$ cat config.mk
export PLATFORM = sky130hd
export DESIGN_NAME = symbol_aligner
export DESIGN_NICKNAME = d
export VERILOG_FILES = /design/src/rtl/eb_pkg.sv /design/src/rtl/comma_detect.sv /design/src/rtl/symbol_aligner.sv
export SDC_FILE = /design/constraint.sdc
export NUM_CORES = 1
export LEC_CHECK = 0
export ABC_AREA = 1
export ABC_CLOCK_PERIOD_IN_PS = 3900
export CAP_MARGIN = 20
export CORE_MARGIN = 2
export CORE_UTILIZATION = 58
export CTS_CLUSTER_DIAMETER = 40
export DETAILED_ROUTE_END_ITERATION = 7
export PLACE_DENSITY = 0.9
export SYNTH_ARGS = -nofsm -noshare
export SYNTH_HDL_FRONTEND = slang
export SYNTH_SLANG_ARGS = --single-unit
export TNS_END_PERCENT = 5
$ cat constraint.sdc
create_clock -name cdr_clk_i -period 3.9 [get_ports cdr_clk_i]
set_clock_uncertainty 0.1 [all_clocks]
set_input_delay 0.39 -clock cdr_clk_i [delete_from_list [all_inputs] [get_ports cdr_clk_i]]
set_output_delay 0.39 -clock cdr_clk_i [all_outputs]
set_load 0.1 [all_outputs]
$ cat src/rtl/eb_pkg.sv
// Shared definitions for the receive path: K28.5 comma codes, aligner states
// and the default symbol-pair width.
package eb_pkg;

    localparam int DEFAULT_DATA_WIDTH = 20;

    // 10-bit comma patterns as they appear in the window, bit 0 received first.
    localparam logic [9:0] COMMA_RDN = 10'b0011111010;
    localparam logic [9:0] COMMA_RDP = 10'b1100000101;

    typedef enum logic [1:0] {
        HUNT   = 2'd0,
        VERIFY = 2'd1,
        LOCKED = 2'd2
    } align_state_e;

    // Offsets never exceed 19, so one conditional subtract gives the symbol phase.
    function automatic logic [4:0] offset_mod10(input logic [4:0] off);
        return (off >= 5'd10) ? (off - 5'd10) : off;
    endfunction

endpackage

$ cat src/rtl/comma_detect.sv
// Combinational comma search over the two-word window; reports the lowest
// bit offset holding either K28.5 disparity pattern.
module comma_detect
    import eb_pkg::*;
#(
    parameter int DATA_WIDTH = DEFAULT_DATA_WIDTH
) (
    input  logic [2*DATA_WIDTH-1:0] window,
    output logic                    comma_found,
    output logic [4:0]              comma_offset
);

    // Scanning downwards lets the lowest matching offset overwrite the others.
    always_comb begin
        // NOTE: every output gets a default first so no path can infer a latch.
        comma_found  = 1'b0;
        comma_offset = '0;
        for (int k = DATA_WIDTH - 1; k >= 0; k--) begin
            if ((window[k +: 10] == COMMA_RDN) || (window[k +: 10] == COMMA_RDP)) begin
                comma_found  = 1'b1;
                comma_offset = 5'(k);
            end
        end
    end

endmodule

$ cat src/rtl/symbol_aligner.sv
// Comma-based symbol aligner: HUNT/VERIFY/LOCKED FSM plus barrel shifter.
// Optional relock statistics counter enabled by `define SYMBOL_ALIGNER_STATS_EN.
module symbol_aligner
    import eb_pkg::*;
#(
    parameter int DATA_WIDTH     = DEFAULT_DATA_WIDTH,
    parameter int COMMA_LOCK_CNT = 3
) (
    input  logic                  cdr_clk_i,
    input  logic                  cdr_arst_n_i,
    input  logic [DATA_WIDTH-1:0] raw_data_i,
    input  logic                  raw_vld_i,
    input  logic                  cfg_align_en_i,
    input  logic [3:0]            cfg_loss_thr_i,
    output logic [DATA_WIDTH-1:0] data_out_o,
    output logic                  data_vld_o,
    output logic                  lock_o,
    output logic [4:0]            align_offset_o,
    output logic                  realign_evt_pulse_o,
    output logic [15:0]           stat_cnt_realign_o
);

    localparam logic [1:0] ST_HUNT   = HUNT;
    localparam logic [1:0] ST_VERIFY = VERIFY;
    localparam logic [1:0] ST_LOCKED = LOCKED;

    localparam int               CNT_W    = (COMMA_LOCK_CNT < 2) ? 1 : $clog2(COMMA_LOCK_CNT + 1);
    localparam logic [CNT_W-1:0] LOCK_CNT = CNT_W'(COMMA_LOCK_CNT);
    localparam logic [CNT_W-1:0] CNT_MAX  = '1;

    logic [1:0]              state_q, state_d;
    logic [4:0]              offset_q, offset_d;
    logic [CNT_W-1:0]        cnt_q, cnt_d, cnt_inc;
    logic [3:0]              miss_q, miss_d, miss_inc, loss_thr;
    logic                    realign_d;

    logic [DATA_WIDTH-1:0]   prev_q;
    logic [DATA_WIDTH-1:0]   data_q;
    logic                    data_vld_q;
    logic                    lock_q;
    logic                    realign_q;

    logic [2*DATA_WIDTH-1:0] window;
    logic                    comma_found;
    logic [4:0]              comma_offset;
    logic                    comma_match;

    assign window = {raw_data_i, prev_q};

    comma_detect #(
        .DATA_WIDTH (DATA_WIDTH)
    ) u_comma_detect (
        .window       (window),
        .comma_found  (comma_found),
        .comma_offset (comma_offset)
    );

    assign comma_match = (offset_mod10(comma_offset) == offset_mod10(offset_q));
    assign cnt_inc     = (cnt_q == CNT_MAX) ? cnt_q : cnt_q + 1'b1;
    assign miss_inc    = (miss_q == 4'hF) ? miss_q : miss_q + 4'd1;
    assign loss_thr    = (cfg_loss_thr_i == 4'd0) ? 4'd1 : cfg_loss_thr_i;

    always_comb begin
        state_d   = state_q;
        offset_d  = offset_q;
        cnt_d     = cnt_q;
        miss_d    = miss_q;
        realign_d = 1'b0;

        if (!cfg_align_en_i) begin
            // Bypass overrides the FSM immediately, independent of raw_vld_i.
            state_d  = ST_HUNT;
            offset_d = '0;
            cnt_d    = '0;
            miss_d   = '0;
        end else if (raw_vld_i) begin
            case (state_q)
                ST_HUNT: begin
                    if (comma_found) begin
                        offset_d = comma_offset;
                        cnt_d    = CNT_W'(1);
                        state_d  = (COMMA_LOCK_CNT <= 1) ? ST_LOCKED : ST_VERIFY;
                    end
                end
                ST_VERIFY: begin
                    if (comma_found) begin
                        if (comma_match) begin
                            cnt_d = cnt_inc;
                            if (cnt_inc >= LOCK_CNT) begin
                                state_d = ST_LOCKED;
                                miss_d  = '0;
                            end
                        end else begin
                            offset_d = comma_offset;
                            cnt_d    = CNT_W'(1);
                        end
                    end
                end
                ST_LOCKED: begin
                    if (comma_found) begin
                        if (comma_match) begin
                            miss_d = '0;
                        end else if (miss_inc >= loss_thr) begin
                            state_d   = ST_HUNT;
                            miss_d    = '0;
                            cnt_d     = '0;
                            realign_d = 1'b1;
                        end else begin
                            miss_d = miss_inc;
                        end
                    end
                end
                default: begin
                    state_d = ST_HUNT;
                    cnt_d   = '0;
                    miss_d  = '0;
                end
            endcase
        end
    end

    always_ff @(posedge cdr_clk_i or negedge cdr_arst_n_i) begin
        if (!cdr_arst_n_i) begin
            state_q    <= ST_HUNT;
            offset_q   <= '0;
            cnt_q      <= '0;
            miss_q     <= '0;
            prev_q     <= '0;
            data_q     <= '0;
            data_vld_q <= 1'b0;
            lock_q     <= 1'b0;
            realign_q  <= 1'b0;
        end else begin
            // NOTE: sequential state uses non-blocking assignments so every flop
            // samples pre-edge values regardless of statement order.
            state_q   <= state_d;
            offset_q  <= offset_d;
            cnt_q     <= cnt_d;
            miss_q    <= miss_d;
            lock_q    <= (state_d == ST_LOCKED);
            realign_q <= realign_d;

            if (raw_vld_i) begin
                prev_q <= raw_data_i;
            end

            if (!cfg_align_en_i) begin
                data_vld_q <= raw_vld_i;
                if (raw_vld_i) begin
                    data_q <= prev_q;
                end
            end else begin
                data_vld_q <= raw_vld_i && (state_q == ST_LOCKED);
                if (raw_vld_i && (state_q == ST_LOCKED)) begin
                    data_q <= window[offset_q +: DATA_WIDTH];
                end
            end
        end
    end

`ifdef SYMBOL_ALIGNER_STATS_EN
    logic [15:0] stat_q;

    always_ff @(posedge cdr_clk_i or negedge cdr_arst_n_i) begin
        if (!cdr_arst_n_i) begin
            stat_q <= '0;
        end else if (realign_d) begin
            stat_q <= stat_q + 16'd1;
        end
    end

    assign stat_cnt_realign_o = stat_q;
`else
    assign stat_cnt_realign_o = '0;
`endif

    assign data_out_o          = data_q;
    assign data_vld_o          = data_vld_q;
    assign lock_o              = lock_q;
    assign align_offset_o      = offset_q;
    assign realign_evt_pulse_o = realign_q;

endmodule

==> qor.yml <==
io_buffer_count: 55
status: "completed"
cts_resized: 0
synth_seq_cells: 56
ant_nets: 0
startpoint_type: "flip-flop"
slowest_stage: "dfrtp_1"
grt_pass1_wl_um: 30000
synth_cells: 1003
drt_iter0_markers: 709
cts_buffers: 5
final_common_cell: "nand2_1"
synthTopCellsByArea: "dfrtp_1, nand2_1, o21ai_0"
start_util_pct: 59.0
tightest_slew_ps: 973
wl_um: 17800
antenna_cells: 0
power_leakage_nw: 3.24
h-tree-depth: 2
cts-root-buf: "clkbuf_8"
cp.arrival_ps: 3560
drv_cap: 0
cp.required_ps: 4000
tns_ps: 0
avgSynthCellArea_um2: 5.99
dr.pass1.iters: 8
grt_max_degree: 71
final_hold_viol_count: 0
final_nets: 1054
cp.buffers_inverters: 3
final-max-slew-violation-count: 0
ios: 72
period_needed_ps: 3470
clock_latency_ps: 320
ir_drop_uv: 238
period_share_pct: 88.9
rsz0062_at_grt: "false"
synthArstFlopShare_pct: 100
wire_per_inst_um: 15.4
critPathMaxFanout: 10
drc: 0
powerDensity_mw_per_mm2: 311
die_h_um: 106
fp.dieW_um: 106
max_slew_margin_pct: 34.9
synth_edf_count: 0
hp-class: "in2async"
cts_setup_buffers: 0
synth_cell_types: 49
rows: 37
core_area_mm2: 0.0102
syn_to_final_growth_pct: 9.72
crit_chain: "clkinv_2, nand4_1, nor2_1, nor2_2, and3_1, nand3_2, o21ai_0, ha_1, o22ai_2, inv_2, nand2_2, nand2_1, nand3_1, nand2_1, nand3_4, o21ai_2, inv_2, nand3_1, o21ai_1"
ctsHoldBuffers: 0
clk_path_buf_depth: 2
vias: 6827
n_fill_cell: 967
cp-end-kind: "flip-flop"
stdcell_count: 1156
synth_top_area_share_pct: 23.3
grt_pass1_vias: 6184
holdWs_ps: 101
synth_warnings: 0
placed_cells: 1148
yosysTopAreaCell: "dfrtp_1"
dpl.hpwl_um: 13700
clk_pin_slew_ps: 110
clock_sinks: 56
setup_violations: 0
final_layout_size_suffix_gt1_share_pct: 8.33
yosysSeqAreaShare_pct: 23.3
grt_antenna_before_repair: 0
fmax_ghz: 0.288
cpPeakStageDelay_ps: 630
cpLargestDelayFamily: "simple AND/OR/NAND/NOR gates"
gr-total-overflow: 0
final_cell_mix: "nand2_1, o21ai_0, inv_1, nor2_1, nand3_1"
vias_per_cell: 5.91
critPathKind: "reg2reg"
cts_tree: "done"
mappedNetlistArea_mm2: 0.00601
grt_use_total_pct: 32.8
synth_ff_type: "dfrtp_1"
fp.dieArea_mm2: 0.0112
gp_congestion: 0.999
## cell families after synthesis
group | share of synthesized area [%]
adders and majority gates | 1.46
muxes | 3.35
other | 0.0624
DFF | 23.3
xor gates and xnor gates | 0.728
AOI/OAI and AO/OA | 20.4
buffers and inverters | 13.8
and+or+nand+nor | 36.9
## cell type report
type / count / area (µm²) / area share (%)
clock buffers: 6 / 72.6 / 1.10
clock inverters: 2 / 38.8 / 0.588
inverters: 116 / 438 / 6.64
multi-input cells: 772 / 3840 / 58.2
flip-flops and latches: 56 / 1400 / 21.3
well taps: 136 / 170 / 2.58
repair buffers: 68 / 638 / 9.67
## power breakdown
group	switching (mW)	internal, mW
clock	0.197	0.195
sequential	0.0857	0.642
combinational	0.704	0.229
## flip-flops by register name, indices dropped and copies added, names as in the netlist
register,cells
state_q,2
data_vld_o,1
align_offset_o,5
cnt_q,2
prev_q,20
lock_o,1
realign_evt_pulse_o,1
miss_q,4
data_out_o,20
## cell usage after synthesis (3+ instances only)
cell	instances
nand2_1	283
o21ai_0	116
inv_1	87
nor2_1	82
nand3_1	59
dfrtp_1	56
a21oi_1	35
clkbuf_1	33
buf_4	25
o211ai_1	23
inv_2	20
mux2i_1	19
nand4_1	16
nor3_1	15
nand2_2	12
o21ai_1	12
a31oi_1	11
nor2_2	10
buf_1	9
nor4_1	9
clkinv_1	7
ha_1	7
buf_2	5
o31ai_1	5
and3_1	4
nand3_2	4
xor2_1	4
a22oi_1	3
o221ai_1	3
o22ai_1	3
or2_2	3
## routing by layer
layer  routed length (µm)  GRT usage (%)
met2                 7980           52.5
met4                  474           11.1
met5                    0              0
met3                 1980           5.94
met1                 7390           44.7
## through the flow
stage                     util [%]  power [mW]  cell area [µm²]  setup slack (ps)
final                         64.8        2.05             6600               433
after global routing          64.8        2.16             6600               142
after CTS                     64.8        2.04             6600               491
after detailed placement      63.7        1.66             6480               205
after global placement        63.7        1.65             6480               342
after floorplan                  -        1.44             6070               389
## path summary, 6_finish.rpt
path | startpoint | slack (ps) | cells after the start | endpoint
min in group cdr_clk_i | data_out_o[16] | 390 | 2 | data_out_o[16]
max | prev_q[17] | 430 | 19 | align_offset_o[2]
min reg2reg | data_out_o[16] | 390 | 2 | data_out_o[16]
max in group asynchronous | cdr_arst_n_i | 2800 | 2 | prev_q[11]
min | cdr_arst_n_i | 100 | 1 | data_out_o[7]
max reg2reg | prev_q[17] | 430 | 19 | align_offset_o[2]
(Power assumes the default switching activity.)
